[src/rtl/univ_shift_pkg.sv]
// Shared mode encodings and sizing helper for the universal shift register.
package univ_shift_pkg;

  localparam logic [1:0] MODE_HOLD  = 2'b00;
  localparam logic [1:0] MODE_LEFT  = 2'b01;
  localparam logic [1:0] MODE_RIGHT = 2'b10;
  localparam logic [1:0] MODE_LOAD  = 2'b11;

  // Counter width able to represent 0..width inclusive.
  function automatic int cnt_w(input int width);
    return $clog2(width + 1);
  endfunction

endpackage

[src/rtl/univ_shift_reg_cell.sv]
// One stage of the universal shift register: mode mux plus true and
// complement flops, both loaded from the same next-state value.
module shift_cell
  import univ_shift_pkg::*;
#(
  parameter logic RESET_BIT = 1'b0
) (
  input  logic       clock,
  input  logic       reset_n,
  input  logic       en,
  input  logic [1:0] mode,
  input  logic       left_src,
  input  logic       right_src,
  input  logic       par_bit,
  output logic       q,
  output logic       q_n
);

  logic d;

  // Select the next bit value; en=0 behaves exactly like hold.
  always_comb begin
    d = q;
    if (en) begin
      case (mode)
        MODE_HOLD:  d = q;
        MODE_LEFT:  d = left_src;
        MODE_RIGHT: d = right_src;
        default:    d = par_bit;
      endcase
    end
  end

  // Complement is its own flop so q_n has no inverter delay after the clock.
  always_ff @(posedge clock or negedge reset_n) begin
    if (!reset_n) begin
      q   <= RESET_BIT;
      q_n <= ~RESET_BIT;
    end else begin
      q   <= d;
      q_n <= ~d;
    end
  end

endmodule

[src/rtl/univ_shift_reg.sv]
// Universal shift register: WIDTH shift_cell stages with left/right shift,
// parallel load and hold, plus a saturating shift counter with full flags.
module univ_shift_reg
  import univ_shift_pkg::*;
#(
  parameter int               WIDTH     = 4,
  parameter logic [WIDTH-1:0] RESET_VAL = '0,
  localparam int              CW        = cnt_w(WIDTH)
) (
  input  logic             clock,
  input  logic             reset_n,
  input  logic             en,
  input  logic [1:0]       mode,
  input  logic             ser_in_l,
  input  logic             ser_in_r,
  input  logic [WIDTH-1:0] par_in,
  output logic [WIDTH-1:0] q,
  output logic [WIDTH-1:0] q_n,
  output logic             ser_out_l,
  output logic             ser_out_r,
  output logic [CW-1:0]    cnt,
  output logic             full,
  output logic             full_pulse
);

  localparam logic [CW-1:0] CNT_MAX = CW'(WIDTH);
  localparam logic [CW-1:0] CNT_PRE = CW'(WIDTH - 1);

  logic [WIDTH-1:0] left_vec;
  logic [WIDTH-1:0] right_vec;
  logic             is_shift;
  logic             is_load;

  // Neighbour taps; the end cells see the serial inputs instead.
  assign left_vec  = {q[WIDTH-2:0], ser_in_l};
  assign right_vec = {ser_in_r, q[WIDTH-1:1]};

  assign ser_out_l = q[WIDTH-1];
  assign ser_out_r = q[0];

  assign is_shift = en && ((mode == MODE_LEFT) || (mode == MODE_RIGHT));
  assign is_load  = en && (mode == MODE_LOAD);

  for (genvar i = 0; i < WIDTH; i++) begin : g_cell
    shift_cell #(
      .RESET_BIT (RESET_VAL[i])
    ) u_cell (
      .clock     (clock),
      .reset_n   (reset_n),
      .en        (en),
      .mode      (mode),
      .left_src  (left_vec[i]),
      .right_src (right_vec[i]),
      .par_bit   (par_in[i]),
      .q         (q[i]),
      .q_n       (q_n[i])
    );
  end

  // Shift counter: counts every shift regardless of direction, saturates at
  // WIDTH, and a load clears it together with the full level.
  always_ff @(posedge clock or negedge reset_n) begin
    if (!reset_n) begin
      cnt        <= '0;
      full       <= 1'b0;
      full_pulse <= 1'b0;
    end else begin
      full_pulse <= 1'b0;
      if (is_load) begin
        cnt  <= '0;
        full <= 1'b0;
      end else if (is_shift && (cnt != CNT_MAX)) begin
        cnt        <= cnt + CW'(1);
        full       <= (cnt == CNT_PRE);
        full_pulse <= (cnt == CNT_PRE);
      end
    end
  end

endmodule

[config.mk]
export PLATFORM = sky130hd
export DESIGN_NAME = univ_shift_reg
export DESIGN_NICKNAME = d
export VERILOG_FILES = /design/src/rtl/univ_shift_pkg.sv /design/src/rtl/univ_shift_reg_cell.sv /design/src/rtl/univ_shift_reg.sv
export SDC_FILE = /design/constraint.sdc
export NUM_CORES = 1
export LEC_CHECK = 0
export BUFFER_PORTS_ARGS = -buffer_cell sky130_fd_sc_hd__buf_2
export CAP_MARGIN = 20
export CORE_MARGIN = 8
export CORE_UTILIZATION = 45
export CTS_BUF_LIST = sky130_fd_sc_hd__clkbuf_4
export CTS_CLUSTER_DIAMETER = 80
export DETAILED_ROUTE_END_ITERATION = 10
export GPL_TIMING_DRIVEN = 1
export PLACE_DENSITY_LB_ADDON = 0.15
export SLEW_MARGIN = 20
export SYNTH_ARGS = -nofsm -noshare
export SYNTH_HDL_FRONTEND = slang
export SYNTH_HIERARCHICAL = 1
export SYNTH_SLANG_ARGS = --single-unit
[constraint.sdc]
create_clock -name clock -period 4.1 [get_ports clock]
set_clock_uncertainty 0.05 [all_clocks]
set_input_delay 0.41 -clock clock [delete_from_list [all_inputs] [get_ports clock]]
set_output_delay 0.41 -clock clock [all_outputs]
set_load 0.03 [all_outputs]
# Word-level counts from Yosys, hierarchy flattened
# Cells that the tools add are included.
[classes]
n_addsub = 1
eq_ne = 5
muxes = 14
bitwise_logic = 4
reduce_logical = 6
[ops]
columns = ["operator", "count"]
rows = [
  ["1-bit case mux with 3 select lines", 4],
  ["1-bit 2-to-1 mux", 8],
  ["3-bit 2-to-1 mux", 2],
  ["2-bit == test, second input constant", 2],
  ["1-bit inverter", 4],
  ["3-bit by 1-bit adder with 3-bit output, second input constant", 1],
  ["3-bit by 2-bit == test with 1-bit output, second input constant", 1],
  ["1-bit logical AND", 3],
  ["3-bit inequality test, second input constant", 1],
  ["2-bit by 1-bit == test with 1-bit output, second input constant", 1],
  ["2-bit logical NOT", 1],
  ["2-bit nonzero test", 1],
  ["1-bit logical OR", 1],
]
[totals]
regBits = 13
input_bits = 11
word_cells = 41

# Depth between registers and ports, before layout
# Gate-level depths: netlist (run 1).
[depth]
word_depth = 6
depth_mapped = 6

# By module
# Netlist (run 1), hierarchy kept.
[modules_own_cells]
columns = ["mod", "n_inst", "cells_per_inst", "area_each_um2", "seq_area_each_um2"]
rows = [
  ["shift_cell", 4, 9, 100.1, 51.3],
  ["univ_shift_reg", 1, 32, 312.8, 125.1],
]

# Worst setup path after synthesis (run 1)
# No wires, ideal clock.
[synth_path]
path_type = "register to register"
startpoint = "reg cnt[0]"
endpoint = "reg cnt[0]"
setup_time_ns = 0.078
arrival_ns = 1.491
setup_slack_ns = 2.482
stages_incl_launch_ff = 7
synth_period_minus_slack_ns = 1.618
path_cell_list = "dfrtp_1 > inv_1 > ha_1 > and2_4 > buf_6 > or3_1 > a21boi_1"
[synth_via]
elab_chain_len = 3
[synth_rtl]
columns = ["item", "line", "source"]
rows = [
  ["from (decl)", "univ_shift_reg.sv:21", "output logic [CW-1:0] cnt,"],
  ["from (signal assigned)", "univ_shift_reg.sv:73", "cnt <= cnt + CW'(1);"],
  ["3-bit by 1-bit adder with 3-bit output or 3-bit inequality test (tied branches)", "univ_shift_reg.sv:73, univ_shift_reg.sv:72", ""],
  ["3-bit 2-to-1 mux or 1-bit logical AND (tied branches)", "univ_shift_reg.sv:72", "end else if (is_shift && (cnt != CNT_MAX)) begin"],
  ["3-bit 2-to-1 mux or 2-bit nonzero test (tied branches)", "-", ""],
]
# Parallel ways exist; a longest one is shown, timed or not. The select of a mux whose other input is x is not followed.
# A chain may end at the register's enable or synchronous reset.

# Worst setup path in the final report (run 1)
[layout_path]
startpoint = "reg cnt[0]"
endpoint = "reg cnt[2]"
# The elaborated chain is that of the path after synthesis.

==> metrics.yaml, run 1 <==
status: "finished clean"
htree_levels: 1
tightest_slew_ps: 304
fmax_mhz: 666
syn-cell-area_um2: 713
r2r_cells: 4
antenna_cells: 0
initial_core_util: 0.479
path_buf_inv: 0
period_needed_ps: 1500
ir_drop_v: 0.000252
final_cells: 111
wl_per_cell_um: 13.8
cp.required_ps: 4250
nets: 111
numCtsBuffers: 3
fin_ws_ps: 2600
port_buffers: 25
end_kind: "flop"
maxSlewViolCount: 0
pre_cts_ws_ps: 2360
fill_cells: 140
place.gp.congestion: 0.750
leakage_nw: 0.434
firstDrtPassIters: 4
seq_area_frac_synth: 0.463
m1WireLength_um: 732
die_h_um: 55.8
wl_met3_um: 62
drc: 0
startpoint_type: "flop"
setup_viol: 0
crit_path_max_fanout: 5
first_global_vias: 642
synth.avg_cell_area_um2: 10.5
cts_buffer_depth: 2
path_clk_slew_ps: 80
clkLatencyLatePin_ps: 270
first_iter_violations: 10
slew_headroom: 0.797
dieArea_um2: 3110
die-width_um: 55.8
synth_seq_cells: 13
vias: 618
cts_sinks: 13
yosysTopAreaCellShare: 0.316
tritoncts: "yes"
arrival_ps: 1650
cp_cell_sequence: "ha_1, ha_1, or3_1, a21boi_1"
ant_nets: 0
topRoutingLayerUsed: "met4"
synth_warnings: 6
cap_violations: 0
synthTopCellsByArea: "dfrtp_1 32%, dfstp_2 15%, ha_1 7.0%"
finalSetupTns_ps: 0
hp-class: "input pin to flop"
post-place-cells: 106
postCtsSetupBuffers: 0
syn_nets: 83
grt_overflow: 0
hold_start: "par_in[0]"
pin_count: 26
hold_viol: 0
path_common_cell: "ha_1"
startpoint: "cnt[0]"
drive_above_1_share: 0.400
grt_max_degree: 20
rsz0062_at_grt: "no"
syn_inst: 68
viasPerCell: 5.57
synth_top_area_cell: "dfrtp_1"
antenna_found_initial: 0
post-route-period-util: 0.366
p_per_area_nw_per_um2: 546
path_depth: 4
rr_startpoint: "cnt[0]"
fp.coreArea_um2: 1490
worstSetupPathType: "flop to flop"
rows: 14
cts_root_buf: "clkbuf_4"
cpPeakStageDelay_ps: 420
route.met2.wl_um: 716
whs_ps: 442
totalWireLength_mm: 1.54
hold_path_depth: 4
slowest_stage: "dfrtp_1"
grt_usage: 0.106
area_growth_pct: 22.3
ys_types: 22
critPathTopFamily: "adder cells"
grt_pass1_wl_mm: 2.78
## report_power, final
part	total [W]	switching, W	leakage [nW]	internal (W)
logic	0.000201	0.000130	0.262	0.0000706
clock network	0.0000847	0.0000404	0.0184	0.0000443
registers	0.000190	0.0000278	0.153	0.000162
total	0.000476	0.000199	0.434	0.000277
## area by class of cell
class	instances	area (um2)	share of cell area
Inverter	7	26.3	0.0301
Multi-Input combinational cell	45	330	0.379
Sequential cell	13	330	0.379
Tap cell	16	20.0	0.0230
Timing Repair Buffer	26	135	0.155
Clock buffer	4	30.0	0.0344
## synth_stat cells (all sizes together)
| cell type | number |
|---|---|
| a21boi | 3 |
| a31oi | 4 |
| and2 | 1 |
| buf | 3 |
| dfrtp | 9 |
| dfstp | 4 |
| ha | 4 |
| inv | 7 |
| mux2i | 4 |
| nand2 | 4 |
| nand3 | 4 |
| nand4 | 1 |
| nor2 | 4 |
| nor3 | 1 |
| o211ai | 1 |
| o21ai | 3 |
| o221a | 4 |
| o221ai | 4 |
| o31ai | 1 |
| or3 | 2 |
## layout by cell type, fill, tap and decap left out, drive strengths merged, types with 4 or more instances in the layout
master	n
buf	25
nand3	4
mux2i	4
dfrtp	9
inv	7
dfstp	4
o221a	4
nand2	4
a31oi	4
nor2	4
ha	4
o221ai	4
clkbuf	4
## metrics by stage
| stage | instance area [um2] | utilization | power, W |
|---|---|---|---|
| finish | 872 | 0.586 | 0.000476 |
| global route | 872 | 0.586 | 0.000515 |
| CTS | 872 | 0.586 | 0.000483 |
| detailed placement | 832 | 0.559 | 0.000396 |
| global placement | 832 | 0.559 | 0.000394 |
| floorplan | 713 | - | 0.000344 |
## path summary, 6_finish.rpt
kind | to | slack (ps)
max in group asynchronous | g_cell[0].u_cell/q_n | 3220
hold / removal | g_cell[0].u_cell/q_n | 440
hold reg to reg | full | 480
setup / recovery | cnt[2] | 2600
setup reg to reg | cnt[2] | 2600
min in group asynchronous | full | 500
## timing repair
item	in CTS	in global routing
endpoints found under the hold margin	9	0
hold buffers	1	0
gates resized for setup	0	0
## metal layers
metal  track usage  vias up
li1              -      310
met1         0.125      288
met2         0.167       18
met3        0.0228        2
met4        0.0722        0
met5             0        -
## tightest hold or removal path, stage by stage
cell,delay (ps)
buf_2,70
mux2i_1,60
nand3_1,90
o221ai_1,110
## cells by family (layout without fill, tap and decap cells)
kind of cell,after synthesis,count (layout),share of synthesized area
multiplexers,4,4,0.0561
AND/OR/NAND/NOR,17,17,0.116
AO/OA/AOI/OAI,20,20,0.221
buffers and inverters,10,37,0.0737
flip-flops,13,13,0.463
adder cells (fa/ha/maj),4,4,0.0702
No activity file was read; power rests on OpenSTA's default activity.
==> run 2: changes to the inputs <==
==> constraint.sdc (replaced) <==
create_clock -name clock -period 1.4 [get_ports clock]
set_clock_uncertainty 0.05 [all_clocks]
set_input_delay 0.14 -clock clock [delete_from_list [all_inputs] [get_ports clock]]
set_output_delay 0.14 -clock clock [all_outputs]
set_load 0.03 [all_outputs]
==> run 2 against run 1 <==
- the flow now finishes with violations (negative setup slack)
- register-to-register slack worse by 2600 ps
- first-iteration DRC count is 30% lower
- power grew to 3.5 times the previous value
- critical path depth is 3 higher
- core utilization is 9.1 points higher
- setup slack worse by 2600 ps
==> metrics.yaml, run 2 (synthesized netlist as in run 1, its figures left out) <==
r2r_setup_slack_ps: -30
cts_buffer_depth: 2
htree_levels: 1
whs_ps: 144
grt_usage: 0.118
first_global_vias: 711
antenna_found_initial: 0
worstSetupPathType: "flop to flop"
ant_nets: 0
nets: 122
firstDrtPassIters: 4
final_cells: 122
totalWireLength_mm: 1.77
fin_ws_ps: -31.6
slowest_stage: "dfrtp_2"
topRoutingLayerUsed: "met4"
tritoncts: "yes"
cp_cell_sequence: "buf_6, inv_4, ha_4, and2_4, buf_4, o211ai_1, o31ai_1"
seqCellArea_um2: 333
numCtsBuffers: 3
fp.coreArea_um2: 1490
crit_path_max_fanout: 4
grt_pass1_wl_mm: 3.09
arrival_ps: 1550
pin_count: 26
rows: 14
place.gp.congestion: 0.727
grt_overflow: 0
cp.required_ps: 1510
p_per_area_nw_per_um2: 1650
mostFrequentLayoutCell: "buf_2"
rsz0062_at_grt: "yes"
period_needed_ps: 1430
cts_root_buf: "clkbuf_4"
first_iter_violations: 7
die-width_um: 55.8
grt_max_degree: 14
pre_cts_ws_ps: -55.6
ir_drop_v: 0.00104
cap_violations: 0
slew_headroom: 0.807
hp-class: "input pin to flop"
leakage_nw: 0.488
cpPeakStageDelay_ps: 420
maxSlewViolCount: 0
layout_common_cells: "25 x buf_2, 9 x buf_4, 7 x dfrtp_1"
startpoint_type: "flop"
setup_viol: 3
antenna_cells: 0
port_buffers: 25
drive_above_1_share: 0.528
finalSetupTns_ps: -76.6
dpl-instance-area_um2: 900
path_buf_inv: 3
tightest_slew_ps: 290
fill_cells: 130
area_growth_pct: 41.2
die_h_um: 55.8
drc: 0
m1WireLength_um: 754
violations: "negative setup slack"
wl_per_cell_um: 14.5
end_kind: "flop"
critPathTopFamily: "flip-flops"
initial_core_util: 0.479
post-route-period-util: 1.02
hpwl_mm: 1.31
status: "finished, violations left"
hold_viol: 0
post-place-cells: 114
fmax_mhz: 698
vias: 678
dieArea_um2: 3110
cts_sinks: 13
clkLatencyLatePin_ps: 280
final_cell_area_um2: 1010
path_clk_slew_ps: 80
wl_met3_um: 92
multiInputGateArea_um2: 368
viasPerCell: 5.56
route.met2.wl_um: 866
## run 2: changes by cell type in the layout (fill, tap and decap cells not counted)
cell / change
buf_4: +9
buf_6: +2
dfrtp_1: -2
dfrtp_2: +2
ha_1: -3
ha_4: +3
inv_1: -2
inv_4: +2
## run 2: through the flow
| stage | utilization | power, W |
|---|---|---|
| detailed placement | 0.604 | 0.00126 |
| CTS | 0.660 | 0.00163 |
| floorplan | - | 0.00102 |
| global placement | 0.604 | 0.00124 |
| finish | 0.676 | 0.00166 |
| global route | 0.676 | 0.00177 |
## run 2: repair_timing
item | CTS | global route
pin swaps | 4 | 4
setup endpoints to repair | 2 | 3
gates resized for setup | 6 | 3
hold buffers | 1 | 0
buffers inserted | 3 | 0
hold endpoints to repair | 13 | 0
## run 2: metal layers
layer	track usage	vias up
li1	-	330
met1	0.135	322
met2	0.188	21
met3	0.0251	5
met4	0.0893	0
met5	0	-
## run 2: path summary, 6_finish.rpt
| check | startpoint | end | cells after the start |
|---|---|---|---|
| max in group asynchronous | reset_n | g_cell[0].u_cell/q_n | 2 |
| max | cnt[0] | full | 7 |
| min reg2reg | full | full | 2 |
| max reg2reg | cnt[0] | full | 7 |
| min in group asynchronous | reset_n | cnt[2] | 2 |
| min | en | g_cell[0].u_cell/q_n | 2 |
## run 2: worst reg2reg max path: stages (launching register included)
cell      delay (ps)
dfrtp_2          420
buf_6            120
inv_4             30
ha_4             140
and2_4           160
buf_4            140
o211ai_1         160
o31ai_1          100
## run 2: power by group
group          internal (W)  switching (W)  total [W]
Clock              0.000130       0.000132   0.000262
Combinational      0.000366       0.000471   0.000837
Sequential         0.000480      0.0000824   0.000563
Total              0.000977       0.000685    0.00166
## run 2: layout make-up
type	count	area share
clock buffers	4	0.0298
multi-input cells	45	0.365
well taps	16	0.0199
flip-flops and latches	13	0.330
repair buffers	37	0.224
inverters	7	0.0311
==> run 3: changes to the inputs <==
--- a/config.mk
+++ b/config.mk
@@ -5,7 +5,7 @@
 export SDC_FILE = /design/constraint.sdc
 export NUM_CORES = 1
 export LEC_CHECK = 0
-export BUFFER_PORTS_ARGS = -buffer_cell sky130_fd_sc_hd__buf_2
+export BUFFER_PORTS_ARGS = -buffer_cell sky130_fd_sc_hd__buf_4
 export CAP_MARGIN = 20
 export CORE_MARGIN = 8
 export CORE_UTILIZATION = 45
==> run 3 against run 2 <==
- the run still ends with negative setup slack left
- sequential share of layout area fell by 1.4 points
- critical path type unchanged
- clock power decreased by 6%
- die area did not move
- setup slack improved by 28 ps
- highest routed layer unchanged
- first-iteration DRC count increased by 100%
- non-clock buffer count rose by 1
- core utilization rose by 3.0 points
- register-to-register slack better by 30 ps
- design area rose by 4.5%
- combinational power grew 7.8%
==> metrics.yaml, run 3 (synthesized netlist as in run 1, its figures left out) <==
totalWireLength_mm: 1.73
grt_pass1_wl_mm: 3.08
end_kind: "flop"
port_buffers: 25
firstDrtPassIters: 4
antenna_found_initial: 0
status: "finished, violations left"
fill_cells: 120
fmax_mhz: 713
final_cell_area_um2: 1050
vias: 685
dieArea_um2: 3110
violations: "negative setup slack"
tightest_slew_ps: 209
antenna_cells: 0
r2r_cells: 6
tritoncts: "yes"
leakage_nw: 0.510
die-width_um: 55.8
die_h_um: 55.8
worstSetupPathType: "flop to flop"
post-route-period-util: 1.00
cp.required_ps: 1550
hold_viol: 0
seqCellArea_um2: 333
grt_max_degree: 14
slowest_stage: "dfrtp_2"
fp.coreArea_um2: 1490
place.gp.congestion: 0.676
grt_overflow: 0
cts_sinks: 13
dpl-instance-area_um2: 970
startpoint_type: "flop"
first_global_vias: 721
htree_levels: 1
maxSlewViolCount: 0
cp_cell_sequence: "buf_6, inv_4, ha_4, and2_4, or3_1, a21boi_1"
cap_violations: 0
worstHoldEndpoint: "g_cell[1].u_cell/q_n"
layout_common_cells: "35 x buf_4, 7 x dfrtp_1, 5 x inv_1"
path_clk_slew_ps: 80
r2r_setup_slack_ps: -3
rsz0062_at_grt: "yes"
r2r_end: "cnt[2]"
first_iter_violations: 14
hp-class: "input pin to flop"
mostFrequentLayoutCell: "buf_4"
clkLatencyLatePin_ps: 270
ant_nets: 0
wl_per_cell_um: 14.1
drc: 0
pin_count: 26
nets: 123
rows: 14
p_total_w: 0.00170
multiInputGateArea_um2: 345
ir_drop_v: 0.00107
setup_viol: 1
drive_above_1_share: 0.523
crit_path_max_fanout: 4
rr_startpoint: "cnt[1]"
hold_path_depth: 2
numCtsBuffers: 3
grt_usage: 0.117
cts_buffer_depth: 2
cts_root_buf: "clkbuf_4"
cpPeakStageDelay_ps: 380
slew_headroom: 0.860
hold_start: "en"
area_growth_pct: 47.5
initial_core_util: 0.479
pre_cts_ws_ps: -41.8
viasPerCell: 5.57
period_needed_ps: 1400
fin_ws_ps: -3.43
critPathTopFamily: "simple AND/OR/NAND/NOR gates"
path_buf_inv: 2
p_per_area_nw_per_um2: 1620
hpwl_mm: 1.30
arrival_ps: 1560
run 3: cell types whose count changed in the layout (fill, tap and decap cells not counted), sizes merged:
cell,before,now
buf,36,37
run 3: worst register-to-register path: stages, from the launching register on:
cell      delay, ps
dfrtp_2         380
buf_6           110
inv_4            30
ha_4            140
and2_4          140
or3_1           360
a21boi_1        120
run 3: metrics by stage:
| step | setup TNS, ps | instances | utilization | hold slack (ps) |
|---|---|---|---|---|
| after floorplan | -211 | 68 | - | -206 |
| after global placement | -6.50 | 115 | 0.651 | -58.5 |
| after detailed placement | -41.8 | 115 | 0.651 | -55.5 |
| after CTS | -15.0 | 123 | 0.703 | 87.4 |
| after global routing | -160 | 123 | 0.707 | 109 |
| final | -3.43 | 123 | 0.707 | 95.8 |
run 3: area by class of cell:
cell class	instances	area share
well taps	16	0.0190
flip-flops and latches	13	0.316
multi-input cells	45	0.328
repair buffers	38	0.281
clock buffers	4	0.0285
inverters	7	0.0273
run 3: what timing repair did:
item | 4_1_cts | 5_1_grt
setup endpoints to repair | 2 | 3
resized for setup | 4 | 2
hold buffers | 1 | 0
hold endpoints to repair | 13 | 0
pin swaps | 4 | 1
setup buffers | 3 | 0
run 3: worst max-delay path by stage:
stage               startpoint     end  slack (ps)  cells past startpoint
floorplan               cnt[1]  cnt[2]        -110                      4
global placement        cnt[0]  cnt[2]          -7                      4
detailed placement      cnt[0]  cnt[2]         -40                      4
CTS                     cnt[1]  cnt[2]         -20                      4
global route            cnt[1]    full         -60                      7
finish                  cnt[1]  cnt[2]          -3                      6
run 3: report_power, final:
group	internal [W]	switching, W
registers	0.000480	0.0000710
logic	0.000432	0.000469
clock network	0.000130	0.000117
total	0.00104	0.000657
run 3: layer usage:
| layer | wire length [um] | vias to the layer above | GRT usage |
|---|---|---|---|
| met5 | 0 | - | 0 |
| met4 | 19 | 0 | 0.0756 |
| met3 | 52 | 2 | 0.0137 |
| met2 | 889 | 22 | 0.200 |
| met1 | 769 | 327 | 0.132 |
| li1 | - | 334 | - |
